### src/rtl/muldiv_unit.sv
// muldiv_unit: RV32M multiply/divide unit.
// Iterative shift-add multiply and radix-2 restoring divide, one bit per cycle,
// with sign correction in a final FIX cycle. Divide-by-zero and signed overflow
// complete on a single-cycle fast path.
// Optional build macro MULDIV_FAST_MUL_EN: all multiplies complete on the fast
// path through a single-cycle signed multiplier.
module muldiv_unit (
  input  logic        clk,
  input  logic        rst,
  input  logic        start,
  input  logic [2:0]  op,
  input  logic [31:0] a,
  input  logic [31:0] b,
  input  logic [4:0]  rd,
  input  logic        flush,
  output logic        busy,
  output logic        done,
  output logic [31:0] result,
  output logic [4:0]  wb_rd,
  output logic        wb_we
);

  typedef enum logic [1:0] {IDLE, CALC, FIX, DONE} state_t;

  state_t      r_state;
  logic [4:0]  r_cnt;
  logic [2:0]  r_op;
  logic [31:0] r_hi;      // multiply: product high half; divide: partial remainder
  logic [31:0] r_lo;      // multiply: multiplier / product low half; divide: dividend -> quotient
  logic [31:0] r_d;       // multiplicand or divisor magnitude
  logic        r_neg_a;
  logic        r_neg_b;
  logic [31:0] r_result;
  logic [4:0]  r_wb_rd;
  logic        r_done;
  logic        r_wb_we;

  // Operand classification of the incoming request
  logic        w_a_signed, w_b_signed, w_a_neg, w_b_neg;
  logic [31:0] w_a_mag, w_b_mag;
  logic        w_div0, w_ovf, w_fast_mul, w_fast;
  logic [31:0] w_fast_res;

  assign w_a_signed = (op == 3'd1) || (op == 3'd2) || (op == 3'd4) || (op == 3'd6);
  assign w_b_signed = (op == 3'd1) || (op == 3'd4) || (op == 3'd6);
  assign w_a_neg    = w_a_signed & a[31];
  assign w_b_neg    = w_b_signed & b[31];
  assign w_a_mag    = w_a_neg ? -a : a;
  assign w_b_mag    = w_b_neg ? -b : b;
  assign w_div0     = op[2] && (b == '0);
  assign w_ovf      = ((op == 3'd4) || (op == 3'd6)) &&
                      (a == 32'h8000_0000) && (b == '1);

`ifdef MULDIV_FAST_MUL_EN
  // 64-bit sign/zero-extended operands give the same low 64 product bits as a 33x33 signed multiply
  logic [63:0] w_ax, w_bx, w_prod;
  assign w_ax       = {{32{w_a_signed & a[31]}}, a};
  assign w_bx       = {{32{w_b_signed & b[31]}}, b};
  assign w_prod     = w_ax * w_bx;
  assign w_fast_mul = ~op[2];
`else
  assign w_fast_mul = 1'b0;
`endif

  assign w_fast = w_div0 | w_ovf | w_fast_mul;

  // Fast-path result selection
  always_comb begin
    w_fast_res = '0;
    if (w_div0)      w_fast_res = op[1] ? a : '1;
    else if (w_ovf)  w_fast_res = op[1] ? '0 : 32'h8000_0000;
`ifdef MULDIV_FAST_MUL_EN
    else             w_fast_res = (op == 3'd0) ? w_prod[31:0] : w_prod[63:32];
`endif
  end

  // One iteration step for both datapaths
  logic [32:0] w_shift, w_trial, w_sum;
  logic        w_ge;
  logic [31:0] w_div_hi, w_div_lo, w_mul_hi, w_mul_lo;

  assign w_shift  = {r_hi, r_lo[31]};
  assign w_trial  = w_shift - {1'b0, r_d};
  assign w_ge     = ~w_trial[32];
  assign w_div_hi = w_ge ? w_trial[31:0] : w_shift[31:0];
  assign w_div_lo = {r_lo[30:0], w_ge};
  assign w_sum    = {1'b0, r_hi} + (r_lo[0] ? {1'b0, r_d} : 33'd0);
  assign w_mul_hi = w_sum[32:1];
  assign w_mul_lo = {w_sum[0], r_lo[31:1]};

  // Sign correction applied in FIX
  logic [63:0] w_prod_fix;
  logic [31:0] w_quo_fix, w_rem_fix, w_fix_res;

  assign w_prod_fix = (r_neg_a ^ r_neg_b) ? -{r_hi, r_lo} : {r_hi, r_lo};
  assign w_quo_fix  = (r_neg_a ^ r_neg_b) ? -r_lo : r_lo;
  assign w_rem_fix  = r_neg_a ? -r_hi : r_hi;

  // Final result selection by captured op
  always_comb begin
    w_fix_res = '0;
    case (r_op)
      3'd0:       w_fix_res = w_prod_fix[31:0];
      3'd1, 3'd2,
      3'd3:       w_fix_res = w_prod_fix[63:32];
      3'd4, 3'd5: w_fix_res = w_quo_fix;
      default:    w_fix_res = w_rem_fix;
    endcase
  end

  // Control FSM and datapath registers
  always_ff @(posedge clk) begin
    if (rst) begin
      r_state  <= IDLE;
      r_cnt    <= '0;
      r_op     <= '0;
      r_hi     <= '0;
      r_lo     <= '0;
      r_d      <= '0;
      r_neg_a  <= 1'b0;
      r_neg_b  <= 1'b0;
      r_result <= '0;
      r_wb_rd  <= '0;
      r_done   <= 1'b0;
      r_wb_we  <= 1'b0;
    end else if (flush) begin
      r_state <= IDLE;
      r_done  <= 1'b0;
      r_wb_we <= 1'b0;
    end else begin
      case (r_state)
        IDLE: begin
          r_done  <= 1'b0;
          r_wb_we <= 1'b0;
          if (start) begin
            r_op    <= op;
            r_wb_rd <= rd;
            r_cnt   <= '0;
            r_neg_a <= w_a_neg;
            r_neg_b <= w_b_neg;
            r_hi    <= '0;
            r_lo    <= op[2] ? w_a_mag : w_b_mag;
            r_d     <= op[2] ? w_b_mag : w_a_mag;
            if (w_fast) begin
              r_result <= w_fast_res;
              r_done   <= 1'b1;
              r_wb_we  <= (rd != '0);
              r_state  <= DONE;
            end else begin
              r_state <= CALC;
            end
          end
        end
        CALC: begin
          r_hi  <= r_op[2] ? w_div_hi : w_mul_hi;
          r_lo  <= r_op[2] ? w_div_lo : w_mul_lo;
          r_cnt <= r_cnt + 5'd1;
          if (r_cnt == 5'd31) r_state <= FIX;
        end
        FIX: begin
          r_result <= w_fix_res;
          r_done   <= 1'b1;
          r_wb_we  <= (r_wb_rd != '0);
          r_state  <= DONE;
        end
        default: begin
          r_done  <= 1'b0;
          r_wb_we <= 1'b0;
          r_state <= IDLE;
        end
      endcase
    end
  end

  assign busy   = (r_state != IDLE);
  assign done   = r_done;
  assign result = r_result;
  assign wb_rd  = r_wb_rd;
  assign wb_we  = r_wb_we;

endmodule

### config.mk
export PLATFORM = sky130hd
export DESIGN_NAME = muldiv_unit
export DESIGN_NICKNAME = d
export VERILOG_FILES = /design/src/rtl/muldiv_unit.sv
export SDC_FILE = /design/constraint.sdc
export NUM_CORES = 1
export LEC_CHECK = 0
export BUFFER_PORTS_ARGS = -buffer_cell sky130_fd_sc_hd__buf_2
export CORE_MARGIN = 2
export CORE_UTILIZATION = 55
export CTS_CLUSTER_DIAMETER = 60
export CTS_CLUSTER_SIZE = 24
export DETAILED_ROUTE_END_ITERATION = 8
export GPL_TIMING_DRIVEN = 1
export PLACE_DENSITY_LB_ADDON = 0.12
export RECOVER_POWER = 50
export SKIP_LAST_GASP = 1
export SLEW_MARGIN = 5
export SYNTH_ARGS = -nofsm -noshare
export SYNTH_HDL_FRONTEND = slang
export SYNTH_SLANG_ARGS = --single-unit
### constraint.sdc
create_clock -name clk -period 4 [get_ports clk]
set_input_delay 0.8 -clock clk [delete_from_list [all_inputs] [get_ports clk]]
set_output_delay 0.8 -clock clk [all_outputs]
set_load 0.03 [all_outputs]
==> summary by stage, run 1 <==
CTS
TritonCTS created 17 clock buffers. Clock latency on the worst-skew pair, taken at its later pin, is 0.48 ns. In this run the clock root is driven by a clkbuf_16. The buffer levels on the longest clock path is 2. The CTS tree is yes. Counting every sink on the clock net gives around 150. The clock-pin slew of the registers on the worst-case setup and hold paths is 0.07 ns. The number of hold buffers added after CTS was 0.

The number of levels in the clock H-tree is 4.

Global routing
Entering global routing, the biggest net connects 56 pins. The first global-routing pass estimated 96980 um of wire. The via count of the first global-routing pass is 15940. The number of antenna violations at the first check in global routing was 1. For this run, the total global-route usage over all layers was measured as between 40% and 50%. Summed over all layers, the global routing overflow is 0.

Die
~120 I/O pins were placed. The core region is 27550 um2. The number of placement rows is 61. The die is ~170 um tall. The width of the die is 170.8 um. The floorplan step defined a die boundary enclosing 29170 um2. The initial utilization of the core area, before any placement, comes to 55.54%.

Timing
The final setup slack of the worst path is 0.2048 ns. The hold violation total from the final report is 0. The count of final setup violators is 0. Across the routed clock network, the largest skew measured is about 0.022 ns. In this run the tightest slew margin relative to its limit is -34.51%.

The number of slew-limit violations in the final report was 62. Final hold analysis gives a worst-case slack of 0.4532 ns. The transition time of the tightest slew-check pin is 2.018 ns. In the final timing run, aggregate negative setup slack is 0 ns. The final critical path takes up between 90% and 100% of the cycle.

The smallest clock period supported by the final layout is computed as between 3 and 4 ns. Setup repair after global routing left no endpoint under its margin. The maximum clock frequency is 0.2635 GHz.

Layout
The number of fill cells in the layout is 2650. The number of nets at the end of the flow is 2389. The area used by sequential logic in the layout is 2944 um2. The growth of design area from synthesis to finish is 11.47%.

The number of antenna diodes in the final layout is 0. The finished cells cover about 17000 um2. The fraction of final layout cells with drive strength greater than 1 is 11.92%. In the final layout, the multi-input gates occupy about 11000 um2. In the layout the commonest cells are 257 x nor2_1, 189 x nand2_1, 185 x a21oi_1. The most common cell after layout, fill and taps aside is nor2_1.

Status
The checks that failed: max-capacitance violations, max-slew violations. The flow ran to the end, but the final reports show violations.

Worst setup path
Data on the critical path arrives at its endpoint at about 4.2 ns. The startpoint type of the worst setup path is a flop. At the worst endpoint, the required time is 4.36 ns. The critical path is of the flop to flop type. The capturing element type of the critical path is a flop. Along the worst path, the maximum fanout reaches 37.

Synthesis
The share of cell area taken by muxes after synthesis is about 5.2%. In this run, distinct cell masters in the synthesized netlist total 87. For this run, the register share of the synthesized area comes to 19.23%. The synthesized cell area is 15300 um2. The arithmetic-cell share of the synthesized area counting full adders, half adders and majority gates is 6.394%. Summing the areas of all compound-gate instances in the mapped netlist gives 29.92% of the synthesized area.

In this run, synthesis produced a sequential element count of 147. The synthesized netlist devotes 22.68% of its cell area to simple gates. The post-synth net total is 2315. The post-synthesis xor/xnor area fraction is between 10% and 20%. The per-instance average area after synthesis is 7.078 um2. By area, the combinational part of the netlist is dominated by compound AO/OA/AOI/OAI gates.

The commonest register cell after synthesis is dfxtp_1. Synthesis produced ~2200 cells. In the synthesized netlist the async set-or-reset flop fraction comes to 0%. The warning count from the yosys run is 0. The number of enable flip-flop cells after synthesis is 0.

Placement
Once placement finished, the instance area stood at around 17000 um2. The final weighted congestion in routability-driven placement is 1.051. OpenSTA, run right after detailed placement, puts the worst setup slack at around 0.16 ns. Detailed placement ended at an HPWL of about 50000 um. In this run the tool buffered the top-level ports with 115 buffer cells.

Pwr
The maximum resistive drop on vdd is 0.2924 mV. In this run the power density over the cells is 288.1 nW/um2. The analysis attributes to cell leakage a power of 0.006711 uW.

Drt
The final routed wirelength across all metal layers is 64900 um. The detail route stage leaves a number of antenna-violating nets equal to 0. Dividing the detail-routed via count by the number of cells gives between 6 and 7. The violation count after the first detailed-route iteration is 2392.

The total via count after detailed routing is between 15000 and 20000. The average routed wire per standard cell is around 25 um. The remaining design rule violation count is 0. The first detailed-routing pass ran for 6 iterations.

Min path
The worst hold path belongs to the class flop to flop.

Flow run
The tool flagged a number of max-cap violations equal to 2.
-- worst max-delay path: stages (launching register included) --
cell,delay (ns)
dfxtp_1,0.39
inv_1,0.08
ha_1,0.26
nand2_1,0.18
or2_0,1.46
nand2_1,0.32
clkbuf_2,0.57
a311oi_1,0.41
-- Yosys cell counts, drive strengths merged, types with 40 or more instances --
| library cell | number | share of area, % |
|---|---|---|
| nor2 | 258 | 6.3 |
| nand2 | 189 | 4.6 |
| a21oi | 186 | 6.2 |
| o21ai | 163 | 5.3 |
| dfxtp | 147 | 19 |
| clkbuf | 139 | 3.4 |
| xnor2 | 101 | 5.8 |
| xor2 | 84 | 4.8 |
| ha | 75 | 6.1 |
| inv | 66 | 1.6 |
| nor3 | 64 | 2.2 |
| a211oi | 56 | 2.8 |
| mux2i | 55 | 3.6 |
| a31oi | 40 | 1.6 |
-- stage by stage --
stage,util [%],instances,total power (uW)
floorplan,-,2162,2590
global placement,60.00,2595,3114
detailed placement,60.00,2595,3128
CTS,62.20,2627,4849
global route,61.91,2627,5068
finish,61.91,2627,4915
-- registers in the layout, summed over array words and instances, names as in the netlist, 2 cells and up --
signal / cells
r_state: 2
result: 32
r_cnt: 5
r_d: 32
r_hi: 32
wb_rd: 5
r_lo: 32
r_op: 3
-- layout make-up --
cell class / instances / area share [%]
sequential: 147 / 17.26
tap: 378 / 2.772
clock inverter: 13 / 0.9608
multi-input combinational: 1782 / 67.24
clock buffer: 19 / 2.596
timing repair buffer: 219 / 7.657
inverter: 69 / 1.518
-- cell families after synthesis --
family,after synthesis
and+or+nand+nor,732
AOI/OAI and AO/OA,711
buffers and inverters,233
xor gates and xnor gates,185
DFF,147
muxes,77
adders and majority gates,77
-- routing by layer --
metal	vias up	wire length (um)	GRT usage, %
met5	-	13	0
li1	8083	-	-
met2	1087	27120	65.82
met1	8203	26320	57.96
met3	197	7498	11.70
met4	2	3944	24.86
-- path summary, 6_finish.rpt --
path	depth (start not counted)	from	to	slack, ns
max	7	r_state[0]	r_lo[2]	0.20
min	2	r_d[12]	r_d[12]	0.45
max reg2reg	7	r_state[0]	r_lo[2]	0.20
min reg2reg	2	r_d[12]	r_d[12]	0.45
-- power by group --
| part | total (uW) | internal [uW] | switching [uW] |
|---|---|---|---|
| registers | 1610 | 1520 | 85.9 |
| logic | 1550 | 552 | 1000 |
| clock network | 1750 | 961 | 794 |
-- repair_timing --
| action | CTS | global route |
|---|---|---|
| endpoints found under the setup margin | 0 | 1 |
| gates resized for setup | 0 | 1 |
| setup buffers | 0 | 0 |
| endpoints found under the hold margin | 0 | 0 |
Note: power is estimated with default switching activity, not from simulation.
==> inputs of run 2 (changes only) <==
--- a/config.mk
+++ b/config.mk
@@ -12,7 +12,7 @@
 export CTS_CLUSTER_SIZE = 24
 export DETAILED_ROUTE_END_ITERATION = 8
 export GPL_TIMING_DRIVEN = 1
-export PLACE_DENSITY_LB_ADDON = 0.12
+export PLACE_DENSITY_LB_ADDON = 0.15
 export RECOVER_POWER = 50
 export SKIP_LAST_GASP = 1
 export SLEW_MARGIN = 5
==> summary by stage, run 2 (same netlist as run 1, synthesis figures left out) <==
Status
Violations in the final reports: max-capacitance violations, max-slew violations (unchanged). Status: finished with violations (unchanged).

Timing
Unrepaired setup endpoints after global routing: no (unchanged). The total negative slack for setup checks was 0 ns (unchanged). The final-layout worst hold slack was 0.4536 ns (was 0.4532 ns). The number of slew-limit violations in the final report was 36 (was 62).

The worst slew margin relative to its limit is -30.77% (was -34.51%). The final critical-path required period is 3.827 ns (was 3.795 ns). The hold violation total from the final report is 0 (unchanged). The count of final setup violators is 0 (unchanged). The maximum clock frequency is 0.2613 GHz (was 0.2635 GHz). The worst clock skew is 0.01589 ns (was 0.02165 ns).

The transition time of the tightest slew-check pin is 1.962 ns (was 2.018 ns). The fraction of the cycle the final worst path needs came to 95.68% (was 94.88%).

Worst setup path
The count of buffer and inverter cells on the critical path was 2 (unchanged). The top fanout value on the critical path was 13 (was 37). The endpoint of the worst register-to-register path is r_hi[24] (was r_lo[2]).

The capturing element type of the critical path is a flop (unchanged). Ordered cell list for the critical path: inv_1 -> buf_4 -> nor2_1 -> ha_1 -> and2_1 -> and3_1 -> o211a_1 -> nor4_1 -> o41ai_1 -> a21boi_0 -> xor2_1 -> a211o_1 -> a31oi_1 (was inv_1 -> ha_1 -> nand2_1 -> or2_0 -> nand2_1 -> clkbuf_2 -> a311oi_1). The number of cells on the worst reg-to-reg path is 13 (was 7). The minimum setup slack among reg-to-reg paths is 0.17 ns (was 0.20 ns). The required time at the worst-slack endpoint is 4.39 ns (was 4.36 ns). The critical path data arrival time is 4.22 ns (was 4.16 ns). The origin of the critical flop-to-flop path is r_lo[0] (was r_state[0]). The worst setup path category is flop to flop (unchanged).

The worst stage delay on the critical path is 0.92 ns (was 1.46 ns). The largest delay contributor family on the critical path is compound AO/OA/AOI/OAI gates (was simple AND/OR/NAND/NOR gates). The worst-path cell with the longest stage delay was o41ai_1 (was or2_0). The startpoint type of the worst setup path is a flop (unchanged).

Pwr
The total power density per cell area is 285.4 nW/um2 (was 288.1 nW/um2). The power dissipated by switching net loads came to 1875 uW (was 1880 uW). The internal power is 2985 uW (was 3036 uW). The combinational group share of total power is 31.9% (was 31.6%). The overall power consumption is 4860 uW (was 4915 uW). The clock share of power is 35.1% (was 35.7%). The maximum resistive drop on vdd came to 0.2712 mV (was 0.2924 mV). The leakage power of the design is 0.006679 uW (was 0.006711 uW). The sequential cell fraction of total power was 33.1% (was 32.7%). The switching share of power is 38.58% (was 38.24%).

Placement
The final weighted congestion in routability-driven placement came to 1.059 (was 1.051). The half-perimeter wire length after placement is 50310 um (was 50410 um). The number of port buffers is 115 (unchanged). The placement-stage cell area is 16510 um2 (was 16530 um2).

Drt
The average routed wire per standard cell is 24.61 um (was 24.70 um). The mean number of vias per cell is 6.684 (was 6.689). The final routed wirelength across all metal layers is 64580 um (was 64900 um).

The uppermost metal layer occupied by signal nets is met5 (unchanged). The total via count after detailed routing came to 17540 (was 17570). The remaining design rule violation count is 0 (unchanged). The detailed-routed wire length on met2 is 27290 um (was 27120 um). The total length of routed met3 wires is 7059 um (was 7498 um). The post-route met1 wirelength is 26260 um (was 26320 um). The count of nets left with antenna violations after detail routing came to 0 (unchanged). The violation count after the first detailed-route iteration is 2163 (was 2392).

The number of search-and-repair iterations in the first detailed-routing pass is 6 (unchanged).

Global routing
The wire length of the first global-routing pass is 95830 um (was 96980 um). The largest net degree at the start of global routing is 57 (was 56). The overall global routing resource usage is 43.90% (was 44.28%). The overall overflow remaining after global route came to 0 (unchanged). The number of antenna violations at the first check in global routing came to 2 (was 1). The via count of the first global-routing pass is 15710 (was 15940).

Layout
The growth of design area from synthesis to finish is 11.26% (was 11.47%). The number of fill cells in the layout is 2648 (was 2650). The post-layout utilization of the core is 61.80% (was 61.91%).

The fraction of final layout cells with drive strength greater than 1 is 11.67% (was 11.92%). The most common cell after layout, fill and taps aside is nor2_1 (unchanged). The number of nets at the end of the flow is 2385 (was 2389). Leading cell types in the layout, fill and taps excluded: 258 x nor2_1, 189 x nand2_1, 185 x a21oi_1 (was 257 x nor2_1, 189 x nand2_1, 185 x a21oi_1). The post-route cell area is 17030 um2 (was 17060 um2).

Die
The number of placement rows is 61 (unchanged). The core region area is 27550 um2 (unchanged). The starting density of the core came to 55.54% (unchanged). The total I/O pin count came to 116 (unchanged).

The die area is 29170 um2 (unchanged). The width of the die is 170.8 um (unchanged). The vertical die dimension was 170.8 um (unchanged).

Min path
The cell depth of the worst min-delay path is 2 (unchanged). The type of the most critical hold path was flop to flop (unchanged). The hold path startpoint is r_d[20] (was r_d[12]). The end point of the most critical hold path is r_d[20] (was r_d[12]).

CTS
The clock latency reported for the late side of the worst-skew pair was 0.46 ns (was 0.48 ns). The CTS root buffer was clkbuf_16 (unchanged). The number of levels in the clock H-tree was 4 (unchanged). The CTS tree is yes (unchanged). The clock-pin slew of the registers on the worst-case setup and hold paths is 0.08 ns (was 0.07 ns).

The buffer levels on the longest clock path is 2 (unchanged). The TritonCTS sink count is 147 (unchanged). The number of buffers created by CTS came to 17 (unchanged).

Flow run
The max-capacitance violation count came to 1 (was 2).
==> run 2: routing by layer <==
| layer | track usage, % | vias up |
|---|---|---|
| met5 | 0 | - |
| met4 | 24.90 | 2 |
| met3 | 11.38 | 182 |
| met2 | 65.55 | 1047 |
| met1 | 57.24 | 8256 |
| li1 | - | 8052 |
==> run 2: worst max-delay path by stage <==
stage                             to  depth (start not counted)     from  slack (ns)
after CTS                   r_hi[29]                         13  r_lo[0]        0.34
after global routing        r_hi[24]                         13  r_lo[0]        0.02
final                       r_hi[24]                         13  r_lo[0]        0.17
after floorplan           result[24]                         12     b[1]        0.56
after global placement    result[24]                         12     b[0]        0.22
after detailed placement  result[24]                         12     b[0]        0.15
==> run 2: through the flow <==
stage,setup slack [ns],cells
after global routing,0.01760,2623
final,0.1730,2624
after detailed placement,0.1468,2591
after global placement,0.2177,2591
after CTS,0.3383,2623
after floorplan,0.5563,2162
==> run 2: area by class of cell <==
type	instances	area, um2	share of cell area [%]
diodes	1	2.502	0.01470
clock buffers	18	439.2	2.579
clock inverters	14	158.9	0.9333
inverters	69	259.0	1.521
multi-input cells	1782	11470	67.35
flip-flops and latches	147	2944	17.29
well taps	378	473.0	2.778
repair buffers	215	1282	7.532
==> run 2: repair_timing <==
item / CTS / global route
setup endpoints to repair: 0 / 2
resized for setup: 0 / 1
hold buffers: 0 / 0
buffers inserted: 0 / 0
==> run 2: worst reg2reg max path, cell delays in order (launching register included) <==
cell and delay, ns:
dfxtp_1 0.33, inv_1 0.26, buf_4 0.27, nor2_1 0.07, ha_1 0.34, and2_1 0.15, and3_1 0.19, o211a_1 0.22
nor4_1 0.09, o41ai_1 0.92, a21boi_0 0.26, xor2_1 0.21, a211o_1 0.29, a31oi_1 0.14
==> run 2: power groups by stage <==
stage	combinational, uW	clock (uW)	sequential, uW
final	1550	1700	1610
after global routing	1650	1780	1610
after CTS	1500	1710	1600
after detailed placement	1490	0	1640
after floorplan	988	0	1600
after global placement	1480	0	1630
